--- src/rtl/johnson_phase_decoder.sv ---
// Johnson counter phase decoder: decodes the 4-bit twisted-ring code into a
// phase index and one-hot strobes, tracks lock, counts revolutions, flags faults.
//
// Ports:
//   c        clock, rising edge
//   r        asynchronous active-high reset
//   q        Johnson counter state, sampled every edge
//   clr_err  synchronous fault clear, only acted on in FAULT
//   idx      decoded index of the last legal sample (holds on illegal)
//   phase    one-hot of idx, zero when the last sample was illegal
//   valid    last sample was a legal code
//   locked   FSM is in LOCKED
//   err      sticky fault, set by a broken sequence while locked
//   rev_cnt  revolutions counted while locked (wraps)
//   rev_p    one-cycle pulse per counted revolution
module johnson_phase_decoder #(
   parameter int LOCK_COUNT = 4,
   parameter int CW         = 8
) (
   input  logic          c,
   input  logic          r,
   input  logic [3:0]    q,
   input  logic          clr_err,
   output logic [2:0]    idx,
   output logic [7:0]    phase,
   output logic          valid,
   output logic          locked,
   output logic          err,
   output logic [CW-1:0] rev_cnt,
   output logic          rev_p
);

   typedef enum logic [1:0] {
      S_SEARCH,
      S_TRACK,
      S_LOCKED,
      S_FAULT
   } state_t;

   localparam logic [7:0] LOCK_N = 8'(LOCK_COUNT);

   state_t          state_q, state_d;
   logic [7:0]      good_q, good_d;
   logic [2:0]      idx_q, idx_d;
   logic [7:0]      phase_q, phase_d;
   logic            valid_q, valid_d;
   logic            locked_q, locked_d;
   logic            err_q, err_d;
   logic [CW-1:0]   rev_q, rev_d;
   logic            rev_p_q, rev_p_d;

   logic            legal;
   logic [2:0]      dec_idx;
   logic            step_ok;
   logic            wrap;

   always_comb begin
      legal   = 1'b1;
      dec_idx = 3'd0;
      case (q)
         4'b1000: dec_idx = 3'd0;
         4'b1100: dec_idx = 3'd1;
         4'b1110: dec_idx = 3'd2;
         4'b1111: dec_idx = 3'd3;
         4'b0111: dec_idx = 3'd4;
         4'b0011: dec_idx = 3'd5;
         4'b0001: dec_idx = 3'd6;
         4'b0000: dec_idx = 3'd7;
         default: legal   = 1'b0;
      endcase
   end

   // valid_q doubles as "previous sample was legal"; idx_q is only
   // meaningful as the previous index when valid_q is set.
   assign step_ok = legal & valid_q & (dec_idx == idx_q + 3'd1);
   assign wrap    = step_ok & (dec_idx == 3'd0);

   always_comb begin
      state_d = state_q;
      good_d  = good_q;
      err_d   = err_q;
      rev_d   = rev_q;
      rev_p_d = 1'b0;
      unique case (state_q)
         S_SEARCH: begin
            if (legal) begin
               state_d = S_TRACK;
               good_d  = 8'd0;
            end
         end
         S_TRACK: begin
            if (step_ok) begin
               good_d = good_q + 8'd1;
               if (good_d == LOCK_N) begin
                  state_d = S_LOCKED;
               end
            end else begin
               state_d = S_SEARCH;
            end
         end
         S_LOCKED: begin
            // A break wins over a coincident clr_err: the fault must be
            // seen and cleared explicitly afterwards.
            if (step_ok) begin
               if (wrap) begin
                  rev_d   = rev_q + 1'b1;
                  rev_p_d = 1'b1;
               end
            end else begin
               state_d = S_FAULT;
               err_d   = 1'b1;
            end
         end
         S_FAULT: begin
            if (clr_err) begin
               state_d = S_SEARCH;
               err_d   = 1'b0;
               rev_d   = '0;
               good_d  = 8'd0;
            end
         end
         default: state_d = S_SEARCH;
      endcase
   end

   always_comb begin
      idx_d    = legal ? dec_idx : idx_q;
      valid_d  = legal;
      phase_d  = legal ? (8'd1 << dec_idx) : 8'd0;
      locked_d = (state_d == S_LOCKED);
   end

   always_ff @(posedge c or posedge r) begin
      if (r) begin
         state_q  <= S_SEARCH;
         good_q   <= 8'd0;
         idx_q    <= 3'd0;
         phase_q  <= 8'd0;
         valid_q  <= 1'b0;
         locked_q <= 1'b0;
         err_q    <= 1'b0;
         rev_q    <= '0;
         rev_p_q  <= 1'b0;
      end else begin
         state_q  <= state_d;
         good_q   <= good_d;
         idx_q    <= idx_d;
         phase_q  <= phase_d;
         valid_q  <= valid_d;
         locked_q <= locked_d;
         err_q    <= err_d;
         rev_q    <= rev_d;
         rev_p_q  <= rev_p_d;
      end
   end

   assign idx     = idx_q;
   assign phase   = phase_q;
   assign valid   = valid_q;
   assign locked  = locked_q;
   assign err     = err_q;
   assign rev_cnt = rev_q;
   assign rev_p   = rev_p_q;

endmodule

--- config.mk ---
export PLATFORM = sky130hd
export DESIGN_NAME = johnson_phase_decoder
export DESIGN_NICKNAME = d
export VERILOG_FILES = /design/src/rtl/johnson_phase_decoder.sv
export SDC_FILE = /design/constraint.sdc
export NUM_CORES = 1
export LEC_CHECK = 0
export CAP_MARGIN = 20
export CORE_ASPECT_RATIO = 1.75
export CORE_UTILIZATION = 55
export CTS_BUF_LIST = sky130_fd_sc_hd__clkbuf_8
export DETAILED_ROUTE_END_ITERATION = 8
export GPL_ROUTABILITY_DRIVEN = 0
export PLACE_DENSITY_LB_ADDON = 0.1
export SLEW_MARGIN = 30
export SYNTH_ARGS = -nofsm -noshare
export SYNTH_HDL_FRONTEND = slang
export SYNTH_SLANG_ARGS = --single-unit
--- constraint.sdc ---
create_clock -name c -period 4.8 [get_ports c]
set_clock_uncertainty 0.1 [all_clocks]
set_input_delay 0.48 -clock c [delete_from_list [all_inputs] [get_ports c]]
set_output_delay 0.48 -clock c [all_outputs]
set_load 0.01 [all_outputs]
==> run_results.csv, run 1 <==
group,metric,value,unit
floorplan,die_x,47.32,microns
route,viasPerCell,6.368,
global_routing,grt_max_degree,34,
critical_path,endpoint_kind,"flop",
placed_design,dp_cells,280,
layout,nets,253,
synth,avgSynthCellArea,9.195,sq um
route,ant_nets,0,
synth,synth_edf_count,0,
power_and_ir_drop,p_leak,0.001030,uW
clocking,post_cts_buffers,0,
global_routing,grt.met2_usage,49.86,%
sta,timing.final.crit_share,64.02,%
placed_design,dp_slack,1.451,ns
critical_path,cp_max_fo,21,
global_routing,top_usage_layer,"met2",
placed_design,io_buffers,29,
layout,layout_common_cells,"dfrtp_1, clkdlybuf4s50_1, nand2_1",
placed_design,hpwl,3452,microns
sta,finalSetupViolations,0,
worst_hold_path,whs_path_depth,2,
power_and_ir_drop,power.density,280.1,nW/um^2
power_and_ir_drop,p_int,469.6,uW
power_and_ir_drop,p_comb_share,19.7,%
route,wl,4864,microns
global_routing,grt_pass1_wl,7693,microns
clocking,clk_latency,0.29,ns
clocking,cts.clk_slew.worst_paths,0.07,ns
sta,tns,0,ns
floorplan,num_rows,28,
sta,max_freq,325.4,MHz
power_and_ir_drop,p_seq_share,45.6,%
clocking,cts_tree,"built",
global_routing,grt_pass1_vias,1748,
global_routing,met3_usage,6.222,%
floorplan,coreArea,3398,sq um
synth,synth_area,1977,sq um
sta,period_needed,3.073,ns
critical_path,worstPathRequired,4.91,ns
layout,final_common_cell,"dfrtp_1",
floorplan,boundaryPins,30,
synth,ys_seq_elements,33,
synth,synthCells,215,
power_and_ir_drop,switching_share,29.55,%
critical_path,worst-setup-path-type,"input port to flop",
global_routing,met1_usage,29.18,%
floorplan,floorplan.initialDensity,58.17,%
synth,ys_warn_count,0,
sta,hold_violations,0,
clocking,htree_levels,2,
synth,synth_area_leaders,"dfrtp_1, nand2_1, or4_1",
layout,fin_cells,288,
clocking,cts_buffers,5,
sta,fin_ws,1.727,ns
worst_hold_path,hold_class,"flop to flop",
clocking,post_cts_resized,0,
synth,syn_nets,226,
floorplan,die_h,81.31,microns
route,vias,1834,
power_and_ir_drop,worst_ir_drop_vdd,0.2457,mV
synth,yosysSeqAreaShare,41.77,%
critical_path,worstSetupStartpointType,"input port",
clocking,cts_buffer_depth,2,
flow_run,maxCapViolations,0,
placed_design,place_area,2272,sq um
global_routing,grt-ovfl-total,0,
route,post_drt_wl_per_cell,16.89,microns
layout,drive_above_1_share,6.996,%
route,drc_errors,0,
layout,diodes,0,
layout,syn2layout_area_growth,20.38,%
sta,slew_viol_final,0,
sta,grt_setup_unrepaired,"false",
layout,fin_area,2380,sq um
global_routing,grtUsageTotal,28.14,%
clocking,cts-root-buf,"clkbuf_8",
status,status,"completed",
critical_path,crit_arrival,3.18,ns
sta,tightest_slew,0.7250,ns
global_routing,antenna_found_initial,0,
synth,synth_top_area_share,41.77,%
synth,synth_cell_types,50,
synth,yosys_most_used_dff,"dfrtp_1",
critical_path,r2r_cells,6,
synth,async_flop_share,100.0,%
route,drtPass1Iterations,4,
power_and_ir_drop,switching_power,197.0,uW
clocking,cts_num_sinks,33,
clocking,cts_hold_buf,0,
synth,synth_area_leader_cell,"dfrtp_1",
route,drtIter0Drc,86,
floorplan,die_area,3848,sq um
power_and_ir_drop,p_clk_share,34.7,%
sta,slew_headroom,51.22,%
-- worst max-delay path: stages --
cell and delay [ns]:
clkdlybuf4s50_1 0.91, and3_1 0.30, o31ai_2 0.10, or4_1 0.70, or4_1 0.52, a21oi_1 0.17
-- power groups by stage --
stage               combinational, uW  sequential [uW]  clock (uW)
floorplan                        88.8              306           0
global placement                  123              307           0
detailed placement                128              308           0
CTS                               129              303         235
global route                      144              305         243
finish                            131              304         232
-- cell families (layout without fill, tap and decap cells) --
kind of cell | count (synthesis) | after routing | share of synthesized area (%)
flip-flops | 33 | 33 | 41.77
buffers and inverters | 21 | 49 | 5.253
multiplexers | 3 | 3 | 1.519
adder cells (fa/ha/maj) | 4 | 4 | 2.532
AND/OR/NAND/NOR | 88 | 88 | 24.05
AO/OA/AOI/OAI | 57 | 57 | 20.89
XOR/XNOR | 9 | 9 | 3.987
-- worst paths after layout --
kind                            startpoint    endpoint  slack [ns]
worst min-delay path                   err         err        0.40
max in group asynchronous                r   good_q[7]        3.80
worst min register to register         err         err        0.40
worst max-delay path                  q[2]  rev_cnt[3]        1.73
min in group asynchronous                r    phase[5]        0.48
worst max register to register      idx[0]  rev_cnt[3]        2.05
-- cell usage after synthesis, drive strengths merged (5+ instances only) --
library cell  count
a21oi            10
a31oi             7
buf               8
dfrtp            33
inv              10
nand2            21
nand3             8
nor2             13
nor3              8
o21ai            10
or4               7
xor2              5
-- sequential cells by signal, indices dropped and copies added (netlist names) --
name and cells:
idx 3, phase 8, err 1, rev_p 1
locked 1, rev_cnt 8, state_q 2, good_q 8
valid 1
-- metal layers --
metal	part of all wire (%)	vias up
li1	-	862
met3	2.7	10
met2	57	38
met5	0	-
met1	38	924
met4	2.1	0
-- cell type report --
type,count,area (sq um)
multi-input combinational,161,1054
fill,289,1018
sequential,33,825.8
timing repair buffer,31,305.3
clock buffer,7,96.34
tap,45,56.30
inverter,10,37.54
clock inverter,1,5.005
-- through the flow --
step / hold WS [ns] / utilization (%) / total power [uW]
2_1_floorplan: 0.4104 / - / 394.4
6_report: 0.3955 / 70.03 / 666.6
5_1_grt: 0.4405 / 70.03 / 692.4
3_5_place_dp: 0.3812 / 66.86 / 436.8
4_1_cts: 0.3953 / 69.85 / 667.2
3_3_place_gp: 0.3640 / 66.86 / 430.1
Note: power is estimated with default switching activity, not from simulation.
==> run 2: changes to the inputs <==
Clock period 4.8 ns to 3.1 ns, I/O delays scaled along.
==> run_results.csv, run 2 (synthesized netlist as in run 1, its figures left out) <==
group,metric,value,unit
placed_design,hpwl,3651,microns
floorplan,floorplan.initialDensity,58.17,%
clocking,cts_tree,"built",
critical_path,cp_num_buf_inv,1,
route,drc_errors,0,
critical_path,worstPathCellList,"ha_1 > inv_1 > o31ai_2 > or4_1 > or4_1 > a21oi_1",
route,viasPerCell,6.145,
floorplan,die_h,81.31,microns
sta,tns,0,ns
critical_path,crit_family,"simple AND/OR/NAND/NOR gates",
sta,timing.final.crit_share,86.98,%
status,status,"completed",
layout,layout_common_cells,"dfrtp_1, clkdlybuf4s50_1, nand2_1",
layout,drive_above_1_share,9.163,%
floorplan,die_x,47.32,microns
sta,slew_headroom,56.44,%
layout,fin_area,2426,sq um
critical_path,max_stage_delay,0.68,ns
clocking,cts_buffer_depth,2,
layout,syn2layout_area_growth,22.72,%
global_routing,antenna_found_initial,0,
global_routing,grt_pass1_wl,7672,microns
flow_run,maxCapViolations,0,
critical_path,worstReg2RegStart,"idx[0]",
critical_path,endpoint_kind,"flop",
layout,nets,262,
critical_path,crit_slowest_cell,"or4_1",
critical_path,worstSetupStartpointType,"flop",
clocking,post_cts_resized,0,
power_and_ir_drop,power.density,416.3,nW/um^2
floorplan,num_rows,28,
layout,diodes,0,
layout,fin_util,71.39,%
floorplan,coreArea,3398,sq um
critical_path,cp_max_fo,11,
route,vias,1819,
placed_design,place_area,2340,sq um
global_routing,grt_pass1_vias,1719,
clocking,cts-root-buf,"clkbuf_8",
power_and_ir_drop,p_leak,0.001068,uW
clocking,clk_latency,0.29,ns
sta,finalSetupViolations,0,
critical_path,worstPathRequired,3.21,ns
worst_hold_path,hold_class,"input port to asynchronous set/reset pin",
clocking,cts_buffers,5,
route,wl,4792,microns
clocking,cts.clk_slew.worst_paths,0.07,ns
power_and_ir_drop,power,1010,uW
sta,grt_setup_unrepaired,"false",
global_routing,grtUsageTotal,28.03,%
critical_path,critPathMostFrequentCell,"or4_1",
layout,final_common_cell,"dfrtp_1",
critical_path,crit_arrival,2.80,ns
global_routing,grt_max_degree,19,
sta,slew_viol_final,0,
global_routing,grt-ovfl-total,0,
route,drtIter0Drc,73,
critical_path,r2r-end,"rev_cnt[6]",
power_and_ir_drop,worst_ir_drop_vdd,0.3685,mV
floorplan,die_area,3848,sq um
clocking,htree_levels,2,
floorplan,boundaryPins,30,
layout,nFillCells,294,
critical_path,worst-setup-path-type,"flop to flop",
sta,hold_violations,0,
route,ant_nets,0,
route,drtPass1Iterations,5,
sta,period_needed,2.696,ns
clocking,cts_num_sinks,33,
critical_path,reg2reg_setup_slack,0.40,ns
clocking,post_cts_buffers,0,
route,post_drt_wl_per_cell,16.19,microns
clocking,cts_hold_buf,0,
sta,max_freq,370.9,MHz
sta,tightest_slew,0.6527,ns
critical_path,r2r_cells,6,
placed_design,io_buffers,29,
-- run 2: cell types whose count changed in the layout (fill, tap and decap cells not counted) --
cell      delta
buf_4        +9
clkbuf_8     -1
clkinv_2     -1
inv_1        +1
nor4_1       +1
nor4_2       -1
-- run 2: worst max-delay path by stage --
stage,startpoint,end,slack (ns),cells after the start
finish,idx[0],rev_cnt[6],0.40,6
global route,idx[0],rev_cnt[6],0.29,6
CTS,idx[0],rev_cnt[6],0.42,6
detailed placement,q[0],rev_cnt[6],0.24,6
global placement,q[0],rev_cnt[6],0.36,6
floorplan,idx[1],rev_cnt[4],0.72,7
-- run 2: report_power, final --
part | internal [uW] | switching [uW] | total [uW] | leakage (uW)
Clock | 173 | 154 | 327 | 0.0000485
Combinational | 91.9 | 120 | 212 | 0.000573
Sequential | 445 | 25.1 | 471 | 0.000446
-- run 2: layout make-up --
class	instances	area, sq um	share of cell area [%]
Multi-Input combinational cell	161	1047	43.17
Clock inverter	1	3.754	0.1547
Sequential cell	33	825.8	34.04
Inverter	10	37.54	1.547
Clock buffer	6	82.58	3.404
Tap cell	45	56.30	2.321
Timing Repair Buffer	40	372.9	15.37
-- run 2: metrics by stage --
step                setup slack [ns]  std cells  hold WS, ns
CTS                           0.4215        296       0.3501
global route                  0.2895        296       0.4092
finish                        0.4037        296       0.3199
global placement              0.3563        289       0.3663
floorplan                     0.7159        215       0.3389
detailed placement            0.2379        289       0.3811
-- run 2: routing by layer --
metal	share of wire (%)	vias to the layer above	global-route usage (%)
met1	38	873	31.43
met2	56	53	48.63
li1	-	881	-
met4	3.0	0	13.43
met3	3.5	12	4.444
met5	0	-	0
==> run 3: changes to the inputs <==
Settings changed: PLACE_DENSITY set to 0.81, PLACE_DENSITY_LB_ADDON 0.1 to unset, REMOVE_ABC_BUFFERS set to 1.
==> run_results.csv, run 3 (synthesized netlist as in run 1, its figures left out) <==
group,metric,value,unit
global_routing,antenna_found_initial,0,
critical_path,worstSetupStartpointType,"input port",
power_and_ir_drop,p_leak,0.001054,uW
global_routing,top_usage_layer,"met2",
global_routing,grt_pass1_wl,7362,microns
clocking,post_cts_buffers,0,
clocking,cts_buffers,5,
global_routing,grtUsageTotal,26.57,%
clocking,htree_levels,2,
clocking,cts_buffer_depth,2,
layout,nets,260,
power_and_ir_drop,worst_ir_drop_vdd,0.3239,mV
critical_path,max_stage_delay,0.63,ns
floorplan,floorplan.initialDensity,58.17,%
critical_path,worstPathRequired,3.22,ns
critical_path,crit_family,"simple AND/OR/NAND/NOR gates",
status,status,"completed",
route,drtPass1Iterations,4,
route,viasPerCell,5.925,
route,drtIter0Drc,67,
critical_path,cp_max_fo,15,
floorplan,die_h,81.31,microns
global_routing,met1_usage,32.34,%
global_routing,grt_pass1_vias,1667,
global_routing,grt.met2_usage,44.11,%
worst_hold_path,hold_class,"input port to asynchronous set/reset pin",
placed_design,dp_cells,287,
critical_path,endpoint_kind,"flop",
layout,final_common_cell,"dfrtp_1",
critical_path,critPathMostFrequentCell,"or4_1",
critical_path,cp_num_buf_inv,2,
route,drc_errors,0,
sta,slew_viol_final,0,
sta,hold_violations,0,
floorplan,die_x,47.32,microns
clocking,clk_latency,0.29,ns
route,ant_nets,0,
global_routing,grt_max_degree,34,
layout,fin_cells,295,
global_routing,met3_usage,4.667,%
route,vias,1748,
sta,max_freq,367.0,MHz
sta,finalSetupViolations,0,
sta,timing.final.crit_share,87.89,%
clocking,cts.clk_slew.worst_paths,0.08,ns
floorplan,coreArea,3398,sq um
layout,diodes,0,
layout,layout_common_cells,"dfrtp_1, clkdlybuf4s50_1, nand2_1",
critical_path,crit_arrival,2.84,ns
critical_path,worstPathCellList,"clkdlybuf4s50_1 > buf_4 > nor2b_1 > o21ai_0 > or4_1 > or4_1 > a21oi_1",
route,wl,4581,microns
clocking,cts_hold_buf,0,
layout,syn2layout_area_growth,21.96,%
clocking,post_cts_resized,0,
power_and_ir_drop,power.density,413.9,nW/um^2
placed_design,hpwl,3399,microns
sta,grt_setup_unrepaired,"false",
sta,tns,0,ns
floorplan,die_area,3848,sq um
sta,period_needed,2.725,ns
placed_design,io_buffers,29,
clocking,cts_num_sinks,33,
global_routing,grt-ovfl-total,0,
flow_run,maxCapViolations,0,
clocking,cts-root-buf,"clkbuf_8",
critical_path,worst-setup-path-type,"input port to flop",
sta,slew_headroom,49.32,%
route,post_drt_wl_per_cell,15.53,microns
floorplan,num_rows,28,
layout,nFillCells,284,
sta,whs,0.3047,ns
layout,drive_above_1_share,9.200,%
clocking,cts_tree,"built",
sta,tightest_slew,0.7533,ns
floorplan,boundaryPins,30,
critical_path,crit_slowest_cell,"clkdlybuf4s50_1",
==> run 3: cell count changes in the layout (fill, tap and decap cells not counted), sizes merged <==
cell      delta
inv          -1
buf          -2
clkbuf       -1
clkinv       +2
clkinvlp     +1
==> run 3: worst paths after layout <==
kind | startpoint | end | slack, ns | cells after the start
setup / recovery | q[1] | rev_cnt[6] | 0.38 | 7
hold / removal | r | idx[2] | 0.30 | 3
setup reg to reg | idx[0] | rev_cnt[6] | 0.40 | 6
hold reg to reg | err | err | 0.39 | 2
max in group asynchronous | r | phase[5] | 2.28 | 3
min in group c | err | err | 0.39 | 2
==> run 3: report_power, final <==
part | total, uW | leakage [uW] | internal (uW) | switching, uW
registers | 469 | 0.000446 | 445 | 24.1
logic | 205 | 0.000563 | 89.2 | 116
clock network | 323 | 0.0000439 | 155 | 168
total | 998 | 0.00105 | 689 | 309
==> run 3: final cells by class <==
type | instances | area [sq um] | area share (%)
flip-flops and latches | 33 | 825.8 | 34.25
inverters | 10 | 37.54 | 1.557
clock buffers | 5 | 68.82 | 2.854
multi-input cells | 161 | 1047 | 43.44
repair buffers | 38 | 357.8 | 14.84
clock inverters | 3 | 17.52 | 0.7265
well taps | 45 | 56.30 | 2.335
==> run 3: per-stage QoR <==
step | utilization [%] | cell area [sq um] | power (uW) | setup WS [ns]
after floorplan | - | 1911 | 594.5 | 0.6268
after global routing | 70.95 | 2411 | 1039 | 0.2307
after global placement | 68.41 | 2325 | 678.3 | 0.1472
after detailed placement | 68.41 | 2325 | 682.6 | 0.08198
final | 70.95 | 2411 | 997.8 | 0.3753
after CTS | 70.95 | 2411 | 999.5 | 0.3941
==> run 3: layer usage <==
| metal | part of all wire [%] | wire length (microns) | vias up |
|---|---|---|---|
| met4 | 1.9 | 85 | 0 |
| li1 | - | - | 871 |
| met2 | 53 | 2411 | 37 |
| met3 | 2.7 | 123 | 8 |
| met5 | 0 | 0 | - |
| met1 | 43 | 1961 | 832 |
==> run 3: worst reg2reg max path, stage by stage, from the launching register on <==
cell     delay, ns
dfrtp_1       0.50
ha_1          0.40
inv_1         0.13
o31ai_2       0.12
or4_1         0.68
or4_1         0.51
a21oi_1       0.18
